## src/rtl/muladd_seq.sv

```systemverilog
// rtl/muladd_seq.sv - dot-product job sequencer driving an accumulate-mode MAC
// Optional feature macro: MULADD_SEQ_SAT_EN (clamp result to OUT_WIDTH range and flag it on res_sat)
module muladd_seq #(
  parameter int A_WIDTH   = 8,
  parameter int B_WIDTH   = 8,
  parameter int C_WIDTH   = 20,
  parameter int Q_WIDTH   = 20,
  parameter int LEN_WIDTH = 8,
  parameter int OUT_WIDTH = 16
) (
  input  logic                 CLK,
  input  logic                 rst_n,
  input  logic                 cmd_valid,
  output logic                 cmd_ready,
  input  logic [LEN_WIDTH-1:0] cmd_len,
  input  logic                 cmd_sign,
  input  logic [C_WIDTH-1:0]   cmd_bias,
  input  logic                 op_valid,
  output logic                 op_ready,
  input  logic [A_WIDTH-1:0]   op_a,
  input  logic [B_WIDTH-1:0]   op_b,
  output logic                 res_valid,
  input  logic                 res_ready,
  output logic [OUT_WIDTH-1:0] res_data,
  output logic                 res_sat,
  output logic [A_WIDTH-1:0]   mac_A,
  output logic [B_WIDTH-1:0]   mac_B,
  output logic [C_WIDTH-1:0]   mac_C,
  output logic                 mac_ACC,
  output logic                 mac_clr,
  output logic                 mac_sign,
  input  logic [Q_WIDTH-1:0]   mac_Q
);

  typedef enum logic [1:0] {IDLE, LOAD, RUN, DONE} state_t;

  state_t               state, state_nxt;
  logic [LEN_WIDTH-1:0] len_q;
  logic [LEN_WIDTH-1:0] cnt;
  logic [LEN_WIDTH-1:0] cnt_inc;
  logic                 sign_q;
  logic [C_WIDTH-1:0]   bias_q;
  logic                 op_ready_w;
  logic                 op_fire;
  logic                 cmd_fire;
  logic                 last_op;

  // LOAD only accepts operands when the job actually has some
  assign op_ready_w = ((state == LOAD) && (len_q != '0)) || (state == RUN);
  assign op_fire    = op_valid & op_ready_w;
  assign cmd_fire   = cmd_valid & cmd_ready;
  assign cnt_inc    = cnt + LEN_WIDTH'(1);
  assign last_op    = op_fire && (cnt_inc == len_q);

  // State register; async reset aborts any job in flight
  always_ff @(posedge CLK or negedge rst_n) begin
    if (!rst_n) state <= IDLE;
    else        state <= state_nxt;
  end

  // Job fields and operand counter
  always_ff @(posedge CLK or negedge rst_n) begin
    if (!rst_n) begin
      len_q  <= '0;
      sign_q <= 1'b0;
      bias_q <= '0;
      cnt    <= '0;
    end else if (state == IDLE) begin
      if (cmd_fire) begin
        len_q  <= cmd_len;
        sign_q <= cmd_sign;
        bias_q <= cmd_bias;
        cnt    <= '0;
      end
    end else if (op_fire) begin
      cnt <= cnt_inc;
    end
  end

  // Next-state decode
  always_comb begin
    state_nxt = state;
    case (state)
      IDLE: if (cmd_fire) state_nxt = LOAD;
      LOAD: state_nxt = ((len_q == '0) || last_op) ? DONE : RUN;
      RUN:  if (last_op) state_nxt = DONE;
      DONE: if (res_ready) state_nxt = IDLE;
      default: state_nxt = IDLE;
    endcase
  end

  // MAC controls and handshake outputs; zero operands make the accumulator hold
  always_comb begin
    cmd_ready = 1'b0;
    res_valid = 1'b0;
    mac_C     = '0;
    mac_ACC   = 1'b0;
    mac_clr   = 1'b0;
    mac_sign  = 1'b0;
    op_ready  = op_ready_w;
    mac_A     = op_fire ? op_a : '0;
    mac_B     = op_fire ? op_b : '0;
    case (state)
      IDLE: begin
        cmd_ready = rst_n;
        mac_clr   = 1'b1;
      end
      LOAD: begin
        mac_C    = bias_q;
        mac_sign = sign_q;
      end
      RUN: begin
        mac_C    = bias_q;
        mac_sign = sign_q;
        mac_ACC  = 1'b1;
      end
      DONE: begin
        mac_C     = bias_q;
        mac_sign  = sign_q;
        mac_ACC   = 1'b1;
        res_valid = 1'b1;
      end
      default: mac_clr = 1'b1;
    endcase
  end

`ifdef MULADD_SEQ_SAT_EN
  localparam logic [Q_WIDTH-1:0] SMAX = {{(Q_WIDTH-OUT_WIDTH+1){1'b0}}, {(OUT_WIDTH-1){1'b1}}};
  localparam logic [Q_WIDTH-1:0] SMIN = ~SMAX;
  localparam logic [Q_WIDTH-1:0] UMAX = {SMAX[Q_WIDTH-2:0], 1'b1};

  // Clamp the accumulator into the result range, signed or unsigned by job type
  always_comb begin
    res_data = '0;
    res_sat  = 1'b0;
    if (state == DONE) begin
      res_data = mac_Q[OUT_WIDTH-1:0];
      if (sign_q) begin
        if ($signed(mac_Q) > $signed(SMAX)) begin
          res_data = SMAX[OUT_WIDTH-1:0];
          res_sat  = 1'b1;
        end else if ($signed(mac_Q) < $signed(SMIN)) begin
          res_data = SMIN[OUT_WIDTH-1:0];
          res_sat  = 1'b1;
        end
      end else if (mac_Q > UMAX) begin
        res_data = UMAX[OUT_WIDTH-1:0];
        res_sat  = 1'b1;
      end
    end
  end
`else
  logic unused_q;
  assign unused_q = ^mac_Q;

  // Plain truncation of the accumulator; never reports clamping
  always_comb begin
    res_data = '0;
    res_sat  = 1'b0;
    if (state == DONE) res_data = mac_Q[OUT_WIDTH-1:0];
  end
`endif

endmodule

```

## config.mk

```make
export PLATFORM = sky130hd
export DESIGN_NAME = muladd_seq
export DESIGN_NICKNAME = d
export VERILOG_FILES = /design/src/rtl/muladd_seq.sv
export SDC_FILE = /design/constraint.sdc
export NUM_CORES = 1
export LEC_CHECK = 0
export ABC_CLOCK_PERIOD_IN_PS = 2300
export BUFFER_PORTS_ARGS = -buffer_cell sky130_fd_sc_hd__buf_2
export CORE_ASPECT_RATIO = 1.2
export CORE_UTILIZATION = 41
export DETAILED_ROUTE_END_ITERATION = 8
export PLACE_DENSITY = 0.8
export SYNTH_ARGS = -nofsm -noshare
export SYNTH_HDL_FRONTEND = slang
export SYNTH_SLANG_ARGS = --single-unit
```

## constraint.sdc

```tcl
create_clock -name CLK -period 2.3 [get_ports CLK]
set_clock_uncertainty 0.15 [all_clocks]
set_input_delay 0 -clock CLK [delete_from_list [all_inputs] [get_ports CLK]]
set_output_delay 0 -clock CLK [all_outputs]
set_load 0.02 [all_outputs]
```

=== After elaboration in Yosys (flattened, before gate mapping) ===
Cells that the tools add are included.

* Register bits after elaboration: 39
* Input bits: 70
* Word-level logic and storage cells: 45

* Reductions and logical operators: 13
* Bitwise gates (word level): 2
* Add/sub/neg operators: 1
* Equal/unequal tests: 7
* Mux-type cells: 17

{| class="wikitable"
|+ Operators with widths
! operator !! count
|-
| $mux W8 || 5
|-
| $mux W20 || 1
|-
| $mux W16 || 1
|-
| $add A8 B1 Y8 const B || 1
|-
| $eq A8 B8 Y1 || 1
|-
| $logic_not A8 Y1 || 1
|-
| $pmux W2 S4 || 1
|-
| $reduce_bool A8 Y1 || 1
|-
| $mux W1 || 6
|-
| $mux W2 || 3
|-
| $ne A2 B2 Y1 const B || 3
|-
| $eq A2 B2 Y1 const B || 2
|-
| $reduce_and A2 Y1 || 2
|-
| $reduce_and A3 Y1 || 1
|-
| $reduce_or A3 Y1 || 1
|-
| $and A1 B1 Y1 || 2
|-
| $eq A2 B1 Y1 const B || 1
|-
| $logic_and A1 B1 Y1 || 2
|-
| $logic_not A2 Y1 || 1
|-
| $logic_or A1 B1 Y1 || 2
|-
| $reduce_bool A2 Y1 || 1
|-
| $reduce_or A2 Y1 || 1
|}

=== Logic depth before layout (Yosys ltp) ===
* Depth in word-level cells: 8
* Gate-level depth with buffers: 9

=== Least setup slack after synthesis ===
Ideal clock, no wire load.

* Path type: flip-flop to flip-flop
* Start point: register state[0]
* End point: register bias_q[0]
* Arrival time: 1.997 ns
* Cell stages (with the launch flop): 8
* Setup time: 0.125 ns
* Clock period less this slack: 2.272 ns
* Slack: 0.028 ns
* Cell sequence: dfrtp_1 inv_1 ha_1 buf_4 and2_1 nand2_1 buf_1 mux2_2

* Longest elaborated chain between the ends: 4

{| class="wikitable"
|+ Ends and longest elaborated chain
! element !! RTL line !! text
|-
| start: declaration || 37 || <nowiki>state_t state, state_nxt;</nowiki>
|-
| start signal: assignment || 58 || <nowiki>else state <= state_nxt;</nowiki>
|-
| $logic_not A2 Y1 || 103 || <nowiki>case (state)</nowiki>
|-
| $mux W1 || 103 ||
|-
| net cmd_ready || 14 || <nowiki>output logic cmd_ready,</nowiki>
|-
| $and A1 B1 Y1 || 51 || <nowiki>assign cmd_fire = cmd_valid & cmd_ready;</nowiki>
|-
| $reduce_and A2 Y1 (no source line) || n/a ||
|-
| end signal: assignment || 72 || <nowiki>bias_q <= cmd_bias;</nowiki>
|-
| end: declaration || 42 || <nowiki>logic [C_WIDTH-1:0] bias_q;</nowiki>
|}

The timed path passes the listed nets, and every way through them passes these cells.
A chain may end at the register's enable or synchronous reset.

=== Worst setup path in the final report ===
* Start point: register len_q[4]
* End point: register cnt[6]

* Longest elaborated chain between the ends: 6

{| class="wikitable"
|+ Ends and longest elaborated chain
! element !! RTL line !! text
|-
| start: declaration || 38 || <nowiki>logic [LEN_WIDTH-1:0] len_q;</nowiki>
|-
| start signal: assignment || 70 || <nowiki>len_q <= cmd_len;</nowiki>
|-
| $reduce_bool A8 Y1 || 49 || <nowiki>assign op_ready_w = ((state == LOAD) && (len_q != '0)) || (state == RUN);</nowiki>
|-
| $logic_and A1 B1 Y1 || 49 ||
|-
| $logic_or A1 B1 Y1 || 49 ||
|-
| $and A1 B1 Y1 || 50 || <nowiki>assign op_fire = op_valid & op_ready_w;</nowiki>
|-
| $reduce_bool A2 Y1 (no source line) || n/a ||
|-
| $reduce_and A2 Y1 (no source line) || n/a ||
|-
| end signal: assignment || 76 || <nowiki>cnt <= cnt_inc;</nowiki>
|-
| end: declaration || 39 || <nowiki>logic [LEN_WIDTH-1:0] cnt;</nowiki>
|}

Every way passes these cells.

==> flow_summary.json <==
{
  "fin_nets": 484,
  "finalCritPeriodShare": 1.010,
  "min_path_type": "primary input to flip-flop",
  "cts_buffer_depth": 2,
  "cts.clk_slew.worst_paths_ns": 0.09,
  "drv_slew": 0,
  "cts_num_sinks": 39,
  "crit_required_ns": 2.34,
  "grt_pass1_wl_microns": 11210,
  "portBuffers": 123,
  "reg2reg_slack_ns": -0.02,
  "ys_types": 56,
  "core_region_area_sq_um": 5705,
  "synth_seq_cells": 39,
  "path_max_fanout": 5,
  "synth_top_family_by_area": "simple AND/OR/NAND/NOR gates",
  "grt_pass1_vias": 2421,
  "drc": 0,
  "status": "finished with violations",
  "clock_latency_ns": 0.30,
  "finalNonFillerCells": 490,
  "async_flop_share": 1.000,
  "drtPass1Iterations": 4,
  "rsz0062_at_grt": "yes",
  "timing.fmax_mhz": 430.7,
  "syn_nets": 314,
  "syn_inst": 239,
  "rows": 30,
  "slew_headroom": 0.6593,
  "synthXorXnorAreaFrac": 0.03236,
  "wl_microns": 7214,
  "cts_tree": "done",
  "yosys_warnings": 0,
  "maxCapViolations": 0,
  "critPathCaptureType": "flip-flop",
  "cp-start-kind": "flip-flop",
  "leakage_nw": 1.861,
  "grt_overflow_total": 0,
  "violations": "negative setup slack",
  "powerDensity_nw_per_um2": 1226,
  "synth_edf_count": 0,
  "antenna_found_initial": 0,
  "ys.flop_type": "dfrtp_1",
  "grt_max_degree": 40,
  "syn2layout_area_growth_pct": 58.40,
  "synth_fa_ha_area_frac": 0.02568,
  "reg2reg_from": "len_q[4]$_DFFE_PN0P_",
  "vdd_drop_max_v": 0.0007218,
  "cts_buffers": 5,
  "synth_compound_area_frac": 0.1073,
  "final_hold_viol_count": 0,
  "globalplace.congestion": 0.8276,
  "synth_area_sq_um": 2436,
  "drtIter0Drc": 50,
  "setup_viol": 1,
  "dieArea_sq_um": 6255,
  "avgSynthCellArea_sq_um": 10.19,
  "htree_levels": 2,
  "critical_path_class": "flip-flop to flip-flop",
  "synth.area.mux_share": 0.1382,
  "final_cell_mix": "108 x buf_2, 38 x dfrtp_1, 30 x dlygate4sd3_1, 29 x mux2_2, 25 x nor2b_1",
  "dr_total_vias": 2428,
  "cp-startpoint": "len_q[4]$_DFFE_PN0P_",
  "ys_seq_area_frac": 0.4006,
  "cp.arrival_ns": 2.37,
  "antenna_cells": 0,
  "placed_cells": 440,
  "routed_via_density": 4.955,
  "initial_core_util": 0.4270,
  "holdCritStartpoint": "res_ready",
  "tightest_slew_ns": 0.5110,
  "setup-tns-final_ns": -0.02203,
  "avgRoutedWirePerCell_microns": 14.72,
  "die_w_microns": 72.37,
  "chipHeight_microns": 86.44,
  "antenna_left": 0,
  "track_usage": 0.2281,
  "place.detailed.hpwl_microns": 4489,
  "setup_ws_ns": -0.02203,
  "num_io_pins": 129,
  "fin_crit_ns": 2.322,
  "layout-drive-gt1-share": 0.5317,
  "final_common_cell": "buf_2",
  "cts_root_buffer": "clkbuf_8",
  "synth_simple_gate_area_frac": 0.2409
}
## report_power, final
part | total, W | internal [W] | switching [W]
logic | 0.00305 | 0.00147 | 0.00158
registers | 0.00119 | 0.000994 | 0.000198
clock network | 0.000488 | 0.000217 | 0.000271
total | 0.00473 | 0.00268 | 0.00205
## path summary, 6_finish.rpt
kind,to,depth (start not counted)
max in group asynchronous,cnt[2]$_DFFE_PN0P_,3
min,state[0]$_DFFE_PN0P_,4
max,cnt[6]$_DFFE_PN0P_,8
min in group asynchronous,cnt[6]$_DFFE_PN0P_,3
min reg2reg,bias_q[1]$_DFFE_PN0P_,1
max reg2reg,cnt[6]$_DFFE_PN0P_,8
## critical path, stage by stage (launching register included)
cell and delay, ns:
dfrtp_1 0.40, or4_4 0.52, o21a_1 0.22, buf_4 0.15, o211ai_1 0.28, buf_4 0.21, a21oi_1 0.06, o21ai_1 0.14
o21ai_1 0.08
## cells by family after synthesis
logic type,after synthesis
AOI/OAI and AO/OA,36
and+or+nand+nor,97
xor gates and xnor gates,9
adders and majority gates,5
muxes,30
other,1
DFF,39
buffers and inverters,22
## layout make-up
| class | instances | area, sq um |
|---|---|---|
| Multi-Input combinational cell | 178 | 1438 |
| Tap cell | 80 | 100.1 |
| Clock inverter | 3 | 23.77 |
| Sequential cell | 39 | 977.2 |
| Timing Repair Buffer | 178 | 1225 |
| Fill cell | 423 | 1847 |
| Inverter | 7 | 26.28 |
| Clock buffer | 5 | 68.82 |
## routing by layer
layer / GRT usage / vias up / share of wire
li1: - / 1176 / -
met1: 0.2468 / 1153 / 0.38
met2: 0.4418 / 92 / 0.56
met3: 0.04186 / 7 / 0.053
met4: 0.06774 / 0 / 0.011
met5: 0 / - / 0
## metrics by stage
stage	hold WS [ns]	setup WS, ns	power (W)	instance area, sq um	util
global route	0.08533	-0.09386	0.005003	3859	0.6763
finish	0.06199	-0.02203	0.004731	3859	0.6763
detailed placement	-0.04514	-0.004725	0.003727	3158	0.5535
global placement	-0.05283	0.06656	0.003653	3158	0.5535
floorplan	-0.4456	0.02790	0.002989	2436	-
CTS	0.04828	-0.02169	0.004612	3811	0.6680
## cells in the mapped netlist, types with 2 or more instances
library cell	instances	area, sq um
a211oi_1	2	15.01
a31o_1	2	17.52
and2_1	18	112.6
and3_1	16	100.1
buf_1	3	11.26
buf_4	4	30.03
buf_6	3	33.78
clkbuf_1	4	15.01
dfrtp_1	39	975.9
ha_1	5	62.56
inv_1	7	26.28
mux2_2	29	326.6
nand2_1	10	37.54
nand3_1	8	40.04
nand4_1	2	12.51
nor2_1	3	11.26
nor2b_1	25	156.4
o21ai_0	12	60.06
o31a_1	2	17.52
or4_1	2	15.01
xnor2_1	5	43.79
xor2_1	4	35.03
## flip-flops by register name, indices dropped and copies added (netlist names)
signal  cells
len_q       8
bias_q     20
sign_q      1
cnt         8
state       2
## repair_timing
| action | 4_1_cts | 5_1_grt |
|---|---|---|
| resized for setup | 57 | 10 |
| endpoints found under the hold margin | 68 | 0 |
| hold buffers | 30 | 0 |
| setup endpoints to repair | 17 | 25 |
| pin swaps | 19 | 5 |
| setup buffers | 5 | 4 |
| cloned | 2 | 1 |
Power figures use the tool's default switching activity.
